## config.mk

```make
export PLATFORM = sky130hd
export DESIGN_NAME = clock_set_ctrl
export DESIGN_NICKNAME = d
export VERILOG_FILES = /design/src/rtl/clock_set_ctrl.sv
export SDC_FILE = /design/constraint.sdc
export NUM_CORES = 1
export LEC_CHECK = 0
export ABC_AREA = 1
export BUFFER_PORTS_ARGS = -buffer_cell sky130_fd_sc_hd__clkbuf_2
export CORE_ASPECT_RATIO = 0.6
export CORE_MARGIN = 2
export CORE_UTILIZATION = 40
export CTS_BUF_LIST = sky130_fd_sc_hd__clkbuf_2 sky130_fd_sc_hd__clkbuf_4 sky130_fd_sc_hd__clkbuf_8
export DETAILED_ROUTE_END_ITERATION = 7
export GPL_TIMING_DRIVEN = 0
export HOLD_SLACK_MARGIN = 0.03
export PLACE_DENSITY = 0.59
export SYNTH_ARGS = -nofsm -noshare
export SYNTH_HDL_FRONTEND = slang
export SYNTH_SLANG_ARGS = --single-unit
```

## constraint.sdc

```tcl
create_clock -name iClk -period 3.9 [get_ports iClk]
set_input_delay 0.585 -clock iClk [delete_from_list [all_inputs] [get_ports iClk]]
set_output_delay 0.585 -clock iClk [all_outputs]
set_load 0.03 [all_outputs]
```

## src/rtl/clock_set_ctrl.sv

```systemverilog
`timescale 1ns/1ps
// clock_set_ctrl
// Button-driven set-mode controller for a clock display. Mode steps
// RUN -> SET_HOUR -> SET_MIN -> RUN. Up/Down produce single-cycle adjust
// pulses for the field being set. An idle timeout returns the controller to
// RUN, and a blink phase requests blanking of the field being set.
//
// Optional feature: define CLOCK_SET_CTRL_AUTO_REPEAT_EN to let a held
// Up/Down auto-repeat (first repeat after HOLD_CYC, then every REPEAT_CYC).
//
// Ports:
//   iClk        system clock, rising edge
//   iRst        asynchronous active-high reset
//   iBtn_Mode   debounced Mode button level
//   iBtn_Up     debounced Up button level
//   iBtn_Down   debounced Down button level
//   oSet        high in SET_HOUR / SET_MIN
//   oHour_Up, oHour_Down, oMin_Up, oMin_Down   single-cycle adjust pulses
//   oMode       00 RUN, 01 SET_HOUR, 10 SET_MIN
//   oBlink_Hour, oBlink_Min   blank request for the field being set
module clock_set_ctrl #(
    parameter int unsigned HOLD_CYC    = 50_000_000,
    parameter int unsigned REPEAT_CYC  = 10_000_000,
    parameter int unsigned TIMEOUT_CYC = 1_000_000_000,
    parameter int unsigned BLINK_CYC   = 25_000_000
) (
    input  logic       iClk,
    input  logic       iRst,
    input  logic       iBtn_Mode,
    input  logic       iBtn_Up,
    input  logic       iBtn_Down,
    output logic       oSet,
    output logic       oHour_Up,
    output logic       oHour_Down,
    output logic       oMin_Up,
    output logic       oMin_Down,
    output logic [1:0] oMode,
    output logic       oBlink_Hour,
    output logic       oBlink_Min
);

    localparam int unsigned CNT_W = 32;
    localparam logic [CNT_W-1:0] HOLD_LAST    = CNT_W'(HOLD_CYC - 1);
    localparam logic [CNT_W-1:0] REPEAT_LAST  = CNT_W'(REPEAT_CYC - 1);
    localparam logic [CNT_W-1:0] TIMEOUT_LAST = CNT_W'(TIMEOUT_CYC - 1);
    localparam logic [CNT_W-1:0] BLINK_LAST   = CNT_W'(BLINK_CYC - 1);

`ifdef CLOCK_SET_CTRL_AUTO_REPEAT_EN
    localparam logic AUTO_REPEAT = 1'b1;
`else
    localparam logic AUTO_REPEAT = 1'b0;
`endif

    typedef enum logic [1:0] {
        ST_RUN  = 2'b00,
        ST_HOUR = 2'b01,
        ST_MIN  = 2'b10
    } state_t;

    state_t           r_state;
    state_t           w_next;

    logic             r_armed;
    logic             r_mode_prev;
    logic             r_up_prev;
    logic             r_down_prev;

    logic [CNT_W-1:0] r_idle;
    logic [CNT_W-1:0] r_blink_cnt;
    logic             r_phase;
    logic [CNT_W-1:0] w_blink_cnt_nxt;
    logic             w_phase_nxt;

    logic             r_rep_active;
    logic             r_rep_first;
    logic             r_rep_up;
    logic [CNT_W-1:0] r_rep_cnt;

    logic             r_set;
    logic [1:0]       r_mode;
    logic             r_hour_up;
    logic             r_hour_down;
    logic             r_min_up;
    logic             r_min_down;
    logic             r_blink_hour;
    logic             r_blink_min;

    logic             w_set_nxt;
    logic             w_hour_up_nxt;
    logic             w_hour_down_nxt;
    logic             w_min_up_nxt;
    logic             w_min_down_nxt;
    logic             w_blink_hour_nxt;
    logic             w_blink_min_nxt;

    // Edge detection; r_armed masks the first cycle after reset so a button
    // held through reset is not mistaken for a fresh press.
    always_ff @(posedge iClk or posedge iRst) begin
        if (iRst) begin
            r_armed     <= 1'b0;
            r_mode_prev <= 1'b0;
            r_up_prev   <= 1'b0;
            r_down_prev <= 1'b0;
        end else begin
            r_armed     <= 1'b1;
            r_mode_prev <= iBtn_Mode;
            r_up_prev   <= iBtn_Up;
            r_down_prev <= iBtn_Down;
        end
    end

    logic w_mode_rise, w_up_rise, w_down_rise, w_any_rise;
    logic w_in_set, w_adj_en, w_up_press, w_down_press;
    logic w_rep_held, w_rep_fire;
    logic w_up_req, w_down_req, w_any_pulse, w_timeout, w_state_chg;
    logic [CNT_W-1:0] w_rep_target;

    assign w_mode_rise = r_armed & iBtn_Mode & ~r_mode_prev;
    assign w_up_rise   = r_armed & iBtn_Up   & ~r_up_prev;
    assign w_down_rise = r_armed & iBtn_Down & ~r_down_prev;
    assign w_any_rise  = w_mode_rise | w_up_rise | w_down_rise;

    // A Mode edge wins over any adjust in the same cycle.
    assign w_in_set = (r_state != ST_RUN);
    assign w_adj_en = w_in_set & ~w_mode_rise;

    // A new edge counts only while the opposite button is low; this also
    // rejects simultaneous Up+Down edges.
    assign w_up_press   = w_up_rise   & ~iBtn_Down;
    assign w_down_press = w_down_rise & ~iBtn_Up;

    assign w_rep_target = r_rep_first ? HOLD_LAST : REPEAT_LAST;
    assign w_rep_held   = r_rep_up ? (iBtn_Up & ~iBtn_Down) : (iBtn_Down & ~iBtn_Up);
    assign w_rep_fire   = AUTO_REPEAT & r_rep_active & w_rep_held & w_adj_en
                        & (r_rep_cnt == w_rep_target);

    assign w_up_req    = w_adj_en & (w_up_press   | (w_rep_fire &  r_rep_up));
    assign w_down_req  = w_adj_en & (w_down_press | (w_rep_fire & ~r_rep_up));
    assign w_any_pulse = w_up_req | w_down_req;

    assign w_timeout   = w_in_set & ~w_any_rise & ~w_any_pulse & (r_idle == TIMEOUT_LAST);
    assign w_state_chg = (w_next != r_state);

    // FSM state register
    always_ff @(posedge iClk or posedge iRst) begin
        if (iRst) begin
            r_state <= ST_RUN;
        end else begin
            r_state <= w_next;
        end
    end

    // FSM next-state logic
    always_comb begin
        w_next = r_state;
        if (w_mode_rise) begin
            case (r_state)
                ST_RUN:  w_next = ST_HOUR;
                ST_HOUR: w_next = ST_MIN;
                default: w_next = ST_RUN;
            endcase
        end else if (w_timeout) begin
            w_next = ST_RUN;
        end
    end

    // FSM output logic (next values for the output registers)
    always_comb begin
        w_set_nxt        = 1'b0;
        w_hour_up_nxt    = 1'b0;
        w_hour_down_nxt  = 1'b0;
        w_min_up_nxt     = 1'b0;
        w_min_down_nxt   = 1'b0;
        w_blink_hour_nxt = 1'b0;
        w_blink_min_nxt  = 1'b0;
        w_set_nxt        = (w_next != ST_RUN);
        if (r_state == ST_HOUR) begin
            w_hour_up_nxt   = w_up_req;
            w_hour_down_nxt = w_down_req;
        end
        if (r_state == ST_MIN) begin
            w_min_up_nxt    = w_up_req;
            w_min_down_nxt  = w_down_req;
        end
        w_blink_hour_nxt = w_phase_nxt & (w_next == ST_HOUR);
        w_blink_min_nxt  = w_phase_nxt & (w_next == ST_MIN);
    end

    // Output registers
    always_ff @(posedge iClk or posedge iRst) begin
        if (iRst) begin
            r_set        <= 1'b0;
            r_mode       <= 2'b00;
            r_hour_up    <= 1'b0;
            r_hour_down  <= 1'b0;
            r_min_up     <= 1'b0;
            r_min_down   <= 1'b0;
            r_blink_hour <= 1'b0;
            r_blink_min  <= 1'b0;
        end else begin
            r_set        <= w_set_nxt;
            r_mode       <= w_next;
            r_hour_up    <= w_hour_up_nxt;
            r_hour_down  <= w_hour_down_nxt;
            r_min_up     <= w_min_up_nxt;
            r_min_down   <= w_min_down_nxt;
            r_blink_hour <= w_blink_hour_nxt;
            r_blink_min  <= w_blink_min_nxt;
        end
    end

    // Blink phase: restarts visible on any state change or adjust.
    always_comb begin
        w_blink_cnt_nxt = r_blink_cnt + CNT_W'(1);
        w_phase_nxt     = r_phase;
        if (w_state_chg || w_any_pulse) begin
            w_blink_cnt_nxt = '0;
            w_phase_nxt     = 1'b0;
        end else if (r_blink_cnt == BLINK_LAST) begin
            w_blink_cnt_nxt = '0;
            w_phase_nxt     = ~r_phase;
        end
    end

    // Idle and blink counters
    always_ff @(posedge iClk or posedge iRst) begin
        if (iRst) begin
            r_idle      <= '0;
            r_blink_cnt <= '0;
            r_phase     <= 1'b0;
        end else begin
            r_blink_cnt <= w_blink_cnt_nxt;
            r_phase     <= w_phase_nxt;
            if (w_next == ST_RUN || w_state_chg || w_any_rise || w_any_pulse) begin
                r_idle <= '0;
            end else if (r_idle != TIMEOUT_LAST) begin
                r_idle <= r_idle + CNT_W'(1);
            end
        end
    end

    // Auto-repeat tracker; never arms unless the feature is built in.
    always_ff @(posedge iClk or posedge iRst) begin
        if (iRst) begin
            r_rep_active <= 1'b0;
            r_rep_first  <= 1'b0;
            r_rep_up     <= 1'b0;
            r_rep_cnt    <= '0;
        end else if (AUTO_REPEAT && w_adj_en && (w_up_press || w_down_press)) begin
            r_rep_active <= 1'b1;
            r_rep_first  <= 1'b1;
            r_rep_up     <= w_up_press;
            r_rep_cnt    <= '0;
        end else if (!r_rep_active || !w_rep_held || !w_adj_en || w_state_chg) begin
            r_rep_active <= 1'b0;
            r_rep_first  <= 1'b0;
            r_rep_cnt    <= '0;
        end else if (w_rep_fire) begin
            r_rep_first  <= 1'b0;
            r_rep_cnt    <= '0;
        end else begin
            r_rep_cnt    <= r_rep_cnt + CNT_W'(1);
        end
    end

    assign oSet        = r_set;
    assign oMode       = r_mode;
    assign oHour_Up    = r_hour_up;
    assign oHour_Down  = r_hour_down;
    assign oMin_Up     = r_min_up;
    assign oMin_Down   = r_min_down;
    assign oBlink_Hour = r_blink_hour;
    assign oBlink_Min  = r_blink_min;

endmodule

```

; Word-level counts from Yosys, hierarchy flattened
; Index checks and enable logic that the tools add are counted.
[totals]
elab_cells = 75
ff_bits = 78
[classes]
n_reduce_logical = 9
n_eq_ne = 8
bitwise = 28
mux = 13
n_addsub = 2
[op_table]
columns = cell, count
row1 = 32-bit two-way mux, 4
row2 = 32-bit by 1-bit adder with 32-bit output (second input constant), 2
row3 = 32-bit by 25-bit equality test with 1-bit output (second input constant), 1
row4 = 32-bit by 30-bit equality test with 1-bit output (second input constant), 1
row5 = 32-bit by 30-bit inequality test with 1-bit output (second input constant), 1
row6 = 1-bit AND, 16
row7 = 1-bit inverter, 9
row8 = 1-bit two-way mux, 6
row9 = 2-bit nonzero test, 3
row10 = 2-bit by 1-bit equality test with 1-bit output (second input constant), 2
row11 = 2-bit equality test (second input constant), 2
row12 = 2-bit zero test, 2
row13 = 1-bit logical OR, 4
row14 = 2-bit two-way mux, 2
row15 = 2-bit one-hot mux with 2 select lines, 1
row16 = 1-bit bitwise OR, 3
row17 = 2-bit inequality test, 1

; Longest topological paths before layout
; Gate-level depths: netlist of the first run.
[depth]
ltp_word = 16
mapped_depth = 11
ltp_nobuf = 11

; Least setup slack after synthesis of the first run
; No wires, ideal clock.
[synth_timing]
path_kind = register to register
startpoint = register r_idle[0]
endpoint = register r_idle[26]
slack_ns = 2.322
path_stages_with_launch = 10
t_required_ns = 3.782
arrival_ns = 1.459
path_buffers = 1
setup_ns = 0.118
cell_sequence = dfrtp_1 ha_1 nand2_2 nor2_4 nand2_4 nor2_4 nand2_1 o2111ai_2 buf_6 nor2_1
[synth_via]
elab_chain_len = 9
[synth_rtl]
columns = item, line
row1 = start: declaration, 68  ; logic [CNT_W-1:0] r_idle;
row2 = start signal: assignment, 237  ; r_idle <= r_idle + CNT_W'(1);
row3 = 32-bit by 30-bit equality test with 1-bit output, 141  ; assign w_timeout = w_in_set & ~w_any_rise & ~w_any_pulse & (r_idle == TIMEOUT_LAST);
row4 = 1-bit AND, 141
row5 = 2-bit two-way mux, 162  ; end else if (w_timeout) begin
row6 = 2-bit two-way mux, 156  ; if (w_mode_rise) begin
row7 = 2-bit inequality test or 2-bit zero test (tied branches), "142, 234"
row8 = 1-bit logical OR (3 in a row), 234  ; if (w_next == ST_RUN || w_state_chg || w_any_rise || w_any_pulse) begin
row9 = 32-bit two-way mux or 2-bit nonzero test (tied branches), n/a
; Several ways; a longest one is shown, not always the timed one. The select of a mux whose other input is x is not followed.
; A chain may end at the register's enable or synchronous reset.

; Worst setup path in the final report of the first run
[layout_timing]
startpoint = register r_blink_cnt[0]
endpoint = register r_blink_cnt[20]
[layout_via]
elab_chain_len = 3
[layout_rtl]
columns = item, line
row1 = start: declaration, 69  ; logic [CNT_W-1:0] r_blink_cnt;
row2 = start signal: assignment, 232  ; r_blink_cnt <= w_blink_cnt_nxt;
row3 = 32-bit by 1-bit adder with 32-bit output or 32-bit by 25-bit equality test with 1-bit output (tied branches), "214, 219"
row4 = 32-bit two-way mux *, 219  ; end else if (r_blink_cnt == BLINK_LAST) begin
row5 = 32-bit two-way mux *, 216  ; if (w_state_chg || w_any_pulse) begin
row6 = via w_blink_cnt_nxt[20], 71  ; logic [CNT_W-1:0] w_blink_cnt_nxt;
; Mark *: on every way through the listed nets, which the timed path passes. The rest lies on a longest branch.

==> results of run 1 <==
## synthesized netlist by cell type
cell type / instances
nand2_2: 3
nor3_1: 29
nand3b_1: 3
nand2_1: 150
nor3b_1: 1
nand2_4: 1
nand3_1: 42
ha_1: 2
o21bai_1: 1
nor2_4: 4
xor2_1: 31
nand4_1: 10
or2_2: 4
nor2_1: 141
nor2_2: 2
a21o_1: 3
o2111ai_2: 1
clkbuf_1: 1
buf_6: 6
nand3_4: 1
inv_1: 69
xnor2_1: 9
a21oi_1: 6
o21ai_0: 2
conb_1: 1
dfrtp_1: 78
nand3_2: 2
## power groups by stage
| stage | sequential (W) | clock, W | combinational [W] |
|---|---|---|---|
| floorplan | 0.000932 | 0 | 0.000196 |
| global placement | 0.000916 | 0 | 0.000288 |
| detailed placement | 0.000915 | 0 | 0.000294 |
| CTS | 0.000900 | 0.000638 | 0.000296 |
| global route | 0.000910 | 0.000665 | 0.000331 |
| finish | 0.000902 | 0.000609 | 0.000291 |
## cell families (layout without fill, tap and decap cells)
logic type	count (synthesis)	in the layout	synth area share
adder cells (fa/ha/maj)	2	2	0.00564
other	1	1	0.000845
flip-flops	78	78	0.440
buffers and inverters	76	105	0.0744
AND/OR/NAND/NOR	393	393	0.381
XOR/XNOR	40	40	0.0790
AO/OA/AOI/OAI	13	13	0.0192
## layer usage
layer  vias to the layer above  wire length, um  track usage
li1                       1926                -            -
met1                      1744             6500        0.347
met2                       115             3630        0.227
met3                         9              879       0.0664
met4                         0               82       0.0364
met5                         -                0            0
## area by class of cell
type,instances,area [um^2]
Fill cell,1099,5770
Multi-Input combinational cell,449,2150
Sequential cell,78,1950
Inverter,69,262
Tap cell,139,174
Clock buffer,9,124
Timing Repair Buffer,14,85.1
Clock inverter,6,71.3
Buffer,7,71.3
## critical path, cell delays in order, from the launching register on
cell and delay [ns]:
dfrtp_1 0.42, ha_1 0.18, nand2_1 0.10, nor2_4 0.21, nand3b_1 0.19, nor2_2 0.17, nand2_2 0.19, clkbuf_1 0.33
nand3b_1 0.18, nor2_1 0.05
## stage by stage
stage	setup slack [ns]	total power, W	cell area [um^2]	util
after CTS	1.86	0.00183	4890	0.459
after detailed placement	1.89	0.00121	4700	0.440
after global placement	0.291	0.00120	4680	0.438
after global routing	1.64	0.00191	4890	0.459
after floorplan	1.32	0.00113	4440	-
final	1.77	0.00180	4890	0.459
## cells in the final DEF (no fill, tap or decap), types with 4 or more instances in the layout
cell type,n
clkbuf_8,9
buf_6,6
inv_1,68
nor2_1,141
nor3_1,29
nand4_1,10
or2_2,4
nor2_4,4
nand3_1,42
xor2_1,31
xnor2_1,9
dfrtp_1,78
a21oi_1,6
nand2_1,150
clkbuf_2,13
## how the worst min path moves through the flow
stage / endpoint / slack, ns / startpoint
6_report: r_idle[4]$_DFFE_PP0P_ / 0.24 / iRst
2_1_floorplan: r_idle[0]$_DFFE_PP0P_ / 0.47 / r_idle[0]$_DFFE_PP0P_
3_5_place_dp: r_idle[0]$_DFFE_PP0P_ / 0.53 / r_idle[0]$_DFFE_PP0P_
3_3_place_gp: r_idle[0]$_DFFE_PP0P_ / 0.52 / r_idle[0]$_DFFE_PP0P_
4_1_cts: r_idle[4]$_DFFE_PP0P_ / 0.24 / iRst
5_1_grt: r_idle[4]$_DFFE_PP0P_ / 0.26 / iRst
==> impl_results.md, run 1 <==
* Detail Route Antenna Nets at 0
* Peak Freq at 0.469 GHz
* Worst Path Max Fanout at 10
* Worst Skew at 0.0105 ns
* Critical Path RT at 4.14 ns
* TritonCTS buffer count at 9
* Root Driver: clkbuf_8
* Largest net degree at the start of global routing at 43
* Ant diodes at 0
* Yosys Warn Count at 0
* Syn Nets at 610
* Setup TNS Final at 0 ns
* Max Root-Sink Buffers at 2
* Clock Sink Count at 78
* Fin nets at 635
* First-pass DRT Iterations at 5
* GR Overflow Total at 0
* CP Class: reg -> reg
* Flop pwr share at 0.500
* Final Hold Fails at 0
* Slew @ Worst Pin at 0.547 ns
* Setup crit end: r_blink_cnt[20]$_DFF_PP0_
* HPWL reported at the end of detailed placement at 8620 um
* Post_cts resized at 0
* Setup slack, reg-to-reg at 1.77 ns
* Post-route clock period utilization at 0.547
* Die extent in x at 140 um
* RSZ-0062 raised after global routing: no
* Capture point of the worst reg-to-reg path: r_blink_cnt[20]$_DFF_PP0_
* Mapped Area at 4440 um^2
* Clock power share at 0.338
* Die H at 85.6 um
* Vias in the first global route at 3454
* Syn_area_per_cell at 7.36 um^2
* Yosys reg bits at 78
* Final GP Congestion at 0.947
* Initial Util at 0.416
* Minimum clock period at 2.13 ns
* Final setup vio count at 0
* Inst Count DP at 756
* Port Buffer Count at 13
* Vias per cell at 4.92
* Post-CTS setup buffer count at 0
* First-pass GRT wire length at 18600 um
* DRC violations left at 0
* Die area at 12000 um^2
* CTS tree: built
* CP endpoint kind: flip-flop
* PD cells at 368 nW/um^2
* Comb power frac at 0.162
* Clock transition at path regs at 0.09 ns
* Fraction of layout cells with a size suffix above 1 at 0.0854
* Area growth syn-to-layout at 10.3%
* Ports at 14
* Clock latency on the worst-skew pair at 0.36 ns
* Leak at 2.12 nW
* Register-to-Register Path Depth at 9
* Internal at 0.00125 W
* Seq/Total Area, Yosys at 0.440
* First DRT Iteration DRCs at 314
* Status: complete, no violations
* Synth unique cells at 27
* Synth area leaders: dfrtp_1, nand2_1, nor2_1, xor2_1, inv_1
* Max-Cap Viols at 0
* Max VDD drop at 0.239 mV
* CP Launch Type: flip-flop
* Average routed wire per standard cell at 14.4 um
* Sw frac at 0.308
* Worst slew margin at 0.636
* Leading area contributor after synthesis: dfrtp_1
* Crit path DAT at 2.38 ns
* Worst hold slack at 0.236 ns
* Min-Delay Path Class: in -> async
* Post-synth top area share at 0.440
* Via count at 3794
* FF-to-FF Start: r_blink_cnt[0]$_DFF_PP0_
* Hold_buf cts at 0
* WL final at 11100 um
* Crit path from: r_blink_cnt[0]$_DFF_PP0_
* Core ar. at 10700 um^2
* H-tree Lvls at 3
* Post-Synthesis Cells at 603
* Initial antenna violation count at 0
* Post-Layout Cell Count at 771
* Sw Pwr at 0.000556 W
* Site Rows at 29
* Global-route usage over all layers at 0.201
* Slew Viols, Final at 0
No activity file was read; power rests on OpenSTA's default activity.
==> run 2, diff against run 1 <==
PLACE_DENSITY = 0.61   (was 0.59)
clock period = 1.96 ns   (was 3.9 ns; I/O delays follow)
==> run 2 against run 1 <==
  * Sequential share of layout area fell by 0.63 points
  * Register-to-register slack lost 1.6 ns
  * Critical path depth increased by 2
==> impl_results.md, run 2 (synthesis gave the netlist of run 1 again) <==
* Largest net degree at the start of global routing at 36 (-16%)
* Vias in the first global route at 3643 (+5.5%)
* Critical Path RT at 2.22 ns (-1.92 ns)
* Peak Freq at 0.543 GHz (+16%)
* Fraction of layout cells with a size suffix above 1 at 0.100 (+0.0146)
* Internal at 0.00242 W (+94%)
* Post-Layout Cell Count at 779 (+1.0%)
* Status: complete, no violations
* Post-route clock period utilization at 0.940 (+0.393)
* Die extent in x at 140 um (unchanged)
* TritonCTS buffer count at 9 (unchanged)
* Area growth syn-to-layout at 12.1%
* Ant diodes at 0 (unchanged)
* Max Root-Sink Buffers at 2 (unchanged)
* Leak at 2.17 nW (+2.4%)
* Most frequent cells in the layout: nand2_1, nor2_1, dfrtp_1, inv_1, nand3_1
* HPWL reported at the end of detailed placement at 8670 um (+0.51%)
* Clock power share at 0.330 (-0.008)
* PD cells at 718 nW/um^2 (+95%)
* Worst Path Max Fanout at 5 (-5)
* CP Class: reg -> reg
* Worst Skew at 0.0125 ns (+0.00204 ns)
* Sw Pwr at 0.00115 W (+110%)
* CP Launch Type: flip-flop
* Final setup vio count at 0 (unchanged)
* Flop pwr share at 0.503 (+0.003)
* DRC violations left at 0 (unchanged)
* WL final at 11200 um (+0.87%)
* Inst Count DP at 757 (+0.13%)
* Final Hold Fails at 0 (unchanged)
* First DRT Iteration DRCs at 383 (+22%)
* Port Buffer Count at 13 (unchanged)
* Clock latency on the worst-skew pair at 0.37 ns (about the same)
* Initial Util at 0.416 (unchanged)
* Die H at 85.6 um (unchanged)
* Clock transition at path regs at 0.09 ns (about the same)
* Detail Route Antenna Nets at 0 (unchanged)
* Site Rows at 29 (unchanged)
* Fillers at 1110 (+1.0%)
* Clock Sink Count at 78 (unchanged)
* Average routed wire per standard cell at 14.4 um (-0.17%)
* H-tree Lvls at 3 (unchanged)
* Max VDD drop at 0.406 mV (+70%)
* Slew Viols, Final at 0 (unchanged)
* First-pass GRT wire length at 19000 um (+2.0%)
* Max-Cap Viols at 0 (unchanged)
* First-pass DRT Iterations at 5 (unchanged)
* Crit path DAT at 2.10 ns (-0.28 ns)
* Fin nets at 642 (+1.1%)
* CTS tree: built
* CP endpoint kind: flip-flop
* Minimum clock period at 1.84 ns (-0.291 ns)
* Core ar. at 10700 um^2 (unchanged)
* Final GP Congestion at 0.947 (about the same)
* Global-route usage over all layers at 0.204 (+0.00358)
* Root Driver: clkbuf_8
* GR Overflow Total at 0 (unchanged)
* Comb power frac at 0.167 (+0.005)
* Ports at 14 (unchanged)
* Most common library cell in the layout ignoring fill and taps: nand2_1
* Die area at 12000 um^2 (unchanged)
* Initial antenna violation count at 0 (unchanged)
* Worst slew margin at 0.658 (+0.0224)
* Min-Delay Path Class: in -> reg
* Slew @ Worst Pin at 0.512 ns (-0.0347 ns)
* Via count at 3843 (+1.3%)
* Setup TNS Final at 0 ns (unchanged)
* Vias per cell at 4.93 (+0.25%)
* Sw frac at 0.323 (+0.0148)
==> run 2: layout make-up <==
cell class | instances | area [um^2] | area share
well taps | 139 | 174 | 0.0350
clock buffers | 10 | 138 | 0.0277
clock inverters | 6 | 50.0 | 0.0101
plain buffers | 7 | 75.1 | 0.0151
repair buffers | 21 | 153 | 0.0307
inverters | 69 | 263 | 0.0528
multi-input cells | 449 | 2170 | 0.436
flip-flops and latches | 78 | 1950 | 0.393
==> run 2: path summary, 6_finish.rpt <==
check	startpoint	to	slack [ns]	cells past startpoint
setup / recovery	r_blink_cnt[0]$_DFF_PP0_	r_blink_cnt[22]$_DFF_PP0_	0.12	11
hold / removal	iBtn_Mode	r_mode_prev$_DFF_PP0_	0.06	1
setup reg to reg	r_blink_cnt[0]$_DFF_PP0_	r_blink_cnt[22]$_DFF_PP0_	0.12	11
hold reg to reg	r_idle[0]$_DFFE_PP0P_	r_idle[0]$_DFFE_PP0P_	0.50	1
max in group asynchronous	iRst	r_idle[9]$_DFFE_PP0P_	0.92	4
min in group asynchronous	iRst	r_blink_cnt[25]$_DFF_PP0_	0.51	3
==> run 2: critical path: stages, from the launching register on <==
cell and delay [ns]:
dfrtp_1 0.39, ha_1 0.18, nand2_1 0.11, nor2_4 0.16, buf_4 0.16, nand2_2 0.09, nor2_4 0.19, nand3_1 0.15
nor2_1 0.11, nand2_1 0.06, nand3_1 0.08, nor2_1 0.04
==> run 2: repair_timing <==
item / CTS / global route
endpoints found under the setup margin: 10 / 63
setup buffers: 0 / 5
hold buffers: 1 / 0
hold endpoints to repair: 18 / 0
gates resized for setup: 2 / 4
pin swaps: 0 / 2
==> run 2: per-stage QoR <==
| step | util | hold WS [ns] | instance area, um^2 | total power (W) | setup WS, ns |
|---|---|---|---|---|---|
| floorplan | - | 0.325 | 4440 | 0.00225 | 0.382 |
| global placement | 0.439 | 0.437 | 4680 | 0.00240 | -0.0456 |
| detailed placement | 0.442 | 0.347 | 4720 | 0.00242 | -0.0794 |
| CTS | 0.461 | 0.0394 | 4920 | 0.00362 | 0.00638 |
| global route | 0.466 | 0.0417 | 4970 | 0.00379 | -0.00531 |
| finish | 0.466 | 0.0625 | 4970 | 0.00357 | 0.117 |
==> run 2: per-layer routing <==
metal | routed length (um) | track usage | vias up
met5 | 0 | 0 | -
met3 | 978 | 0.0430 | 11
met1 | 6310 | 0.356 | 1760
li1 | - | - | 1932
met4 | 116 | 0.0427 | 0
met2 | 3780 | 0.244 | 140
==> run 2: power groups by stage <==
stage,registers [W],clock network (W),logic [W]
3_5_place_dp,0.00183,0,0.000591
4_1_cts,0.00180,0.00123,0.000598
5_1_grt,0.00181,0.00129,0.000688
2_1_floorplan,0.00186,0,0.000391
3_3_place_gp,0.00182,0,0.000576
6_report,0.00180,0.00118,0.000598
==> run 3, diff against run 2 <==
CORE_UTILIZATION = 35   (was 40)
PLACE_DENSITY = 0.56   (was 0.61)
==> run 3 against run 2 <==
  * Combinational power up 6.9%
  * Clock skew about the same
  * Critical path type unchanged
  * Utilization down 5.3 points
  * Power up 3.9%
==> impl_results.md, run 3 (synthesis gave the netlist of run 1 again) <==
* Status: complete, no violations
* First-pass GRT wire length at 18600 um (-2.1%)
* Detail Route Antenna Nets at 0 (unchanged)
* PD cells at 735 nW/um^2 (+2.3%)
* Worst slew margin at 0.406 (-0.252)
* Final Hold Fails at 0 (unchanged)
* Initial Util at 0.363 (-0.0528)
* Vias in the first global route at 3479 (-4.5%)
* Highest-delay cell along the critical path: dfrtp_2
* CP Cell Sequence: ha_4, nand2_2, nor2_4, nand2_4, nor2_4, nand2_1, o2111ai_4, buf_4, nor2_1
* Worst stage delay on the critical path at 0.45 ns (+0.06 ns)
* Slew Viols, Final at 0 (unchanged)
* Min-Delay Path Class: in -> reg
* Hold Crit Start: iBtn_Down
* Via count at 3881 (+0.99%)
* Post-route clock period utilization at 0.941 (about the same)
* Clock transition at path regs at 0.09 ns (about the same)
* Final GP Congestion at 0.921 (-2.7%)
* Worst Path Max Fanout at 6 (+1)
* Vias per cell at 4.80 (-2.8%)
* Most frequent cells in the layout: nand2_1, nor2_1, dfrtp_1, inv_1, nand3_1
* Ant diodes at 0 (unchanged)
* Final setup vio count at 0 (unchanged)
* Clock latency on the worst-skew pair at 0.36 ns (about the same)
* Leak at 2.19 nW (+0.80%)
* Minimum clock period at 1.84 ns (+0.000862 ns)
* Max-Cap Viols at 0 (unchanged)
* PnR worst setup slack at 0.116 ns (-0.000862 ns)
* Area growth syn-to-layout at 13.9%
* Max VDD drop at 0.499 mV (+23%)
* Crit path DAT at 2.10 ns (about the same)
* Area after DPL at 4730 um^2 (+0.27%)
* HPWL reported at the end of detailed placement at 8460 um (-2.4%)
* Root Driver: clkbuf_8
* Max Root-Sink Buffers at 2 (unchanged)
* Die extent in x at 149 um (+6.7%)
* Most common library cell in the layout ignoring fill and taps: nand2_1
* Clock Sink Count at 78 (unchanged)
* Worst Skew at 0.0129 ns (+0.000393 ns)
* Global-route usage over all layers at 0.177 (-0.0270)
* GR Overflow Total at 0 (unchanged)
* Slew @ Worst Pin at 0.889 ns (+0.377 ns)
* Fraction of layout cells with a size suffix above 1 at 0.107 (+0.00714)
* First DRT Iteration DRCs at 379 (-1.0%)
* Site Rows at 31 (+6.9%)
* Peak Freq at 0.542 GHz (about the same)
* FF-to-FF Start: r_idle[0]$_DFFE_PP0P_
* Post-route cell area at 5050 um^2 (+1.6%)
* CP Class: reg -> reg
* Critical Path RT at 2.21 ns (about the same)
* RSZ-0062 raised after global routing: no
* Core ar. at 12200 um^2 (+15%)
* Initial antenna violation count at 0 (unchanged)
* Crit path from: r_idle[0]$_DFFE_PP0P_
* First-pass DRT Iterations at 5 (unchanged)
* Dpl ws at -0.0709 ns (+0.00853 ns)
* CTS tree: built
* Fin nets at 646 (+0.62%)
* H-tree Lvls at 3 (unchanged)
* CP endpoint kind: flip-flop
* DRC violations left at 0 (unchanged)
* Ports at 14 (unchanged)
* Largest net degree at the start of global routing at 42 (+17%)
* Die area at 13600 um^2 (+14%)
* Average routed wire per standard cell at 13.9 um (-3.0%)
* CP Launch Type: flip-flop
* WL final at 11300 um (+0.78%)
* Die H at 91.2 um (+6.6%)
* Most common cell on crit path: nor2_4
* TritonCTS buffer count at 9 (unchanged)
* Port Buffer Count at 13 (unchanged)
-- run 3: area by class of cell --
cell class / count / area, um^2
Sequential cell: 78 / 1950
Buffer: 7 / 75.1
Fill cell: 1262 / 7170
Multi-Input combinational cell: 449 / 2190
Clock buffer: 10 / 131
Clock inverter: 6 / 70.1
Timing Repair Buffer: 25 / 168
Tap cell: 165 / 206
Inverter: 69 / 263
-- run 3: worst max-delay path, delay by kind of cell, from the launching register on --
family | cells | cell delay, ns
buf+inv | 1 | 0.22
compound gates | 1 | 0.17
fa+ha+maj | 1 | 0.18
flops | 1 | 0.45
simple gates | 6 | 0.72
-- run 3: metrics by stage --
| stage | total power [W] | instances | TNS, ns | utilization | hold WS, ns |
|---|---|---|---|---|---|
| final | 0.00371 | 809 | 0 | 0.414 | 0.0798 |
| after global routing | 0.00393 | 809 | 0 | 0.414 | 0.0515 |
| after CTS | 0.00370 | 798 | 0 | 0.404 | 0.0512 |
| after detailed placement | 0.00241 | 782 | -0.393 | 0.387 | 0.442 |
| after global placement | 0.00240 | 781 | -0.583 | 0.386 | 0.437 |
| after floorplan | 0.00225 | 603 | 0 | - | 0.325 |
-- run 3: repair_timing --
item | 4_1_cts | 5_1_grt
gates resized for setup | 3 | 6
pin swaps | 0 | 3
buffers inserted | 0 | 10
hold buffers | 0 | 0
endpoints found under the setup margin | 35 | 63
gates cloned | 0 | 1
endpoints found under the hold margin | 0 | 0
-- run 3: path summary, 6_finish.rpt --
check                                               to  slack (ns)  depth (start not counted)
max in group asynchronous        r_idle[0]$_DFFE_PP0P_        1.16                          3
worst max register to register  r_idle[28]$_DFFE_PP0P_        0.12                          9
worst min-delay path             r_down_prev$_DFF_PP0_        0.08                          1
worst max-delay path            r_idle[28]$_DFFE_PP0P_        0.12                          9
min in group asynchronous       r_idle[27]$_DFFE_PP0P_        0.10                          2
worst min register to register   r_idle[0]$_DFFE_PP0P_        0.55                          1
-- run 3: routing by layer --
| metal | vias to the layer above | GRT usage | wire length (um) |
|---|---|---|---|
| met1 | 1812 | 0.300 | 6300 |
| met4 | 0 | 0.0381 | 76 |
| li1 | 1942 | - | - |
| met3 | 7 | 0.0553 | 1010 |
| met2 | 120 | 0.206 | 3890 |
| met5 | - | 0 | 0 |
-- run 3: report_power, final --
part / switching, W / internal (W)
clock: 0.000656 / 0.000613
combinational: 0.000407 / 0.000233
sequential: 0.000103 / 0.00170
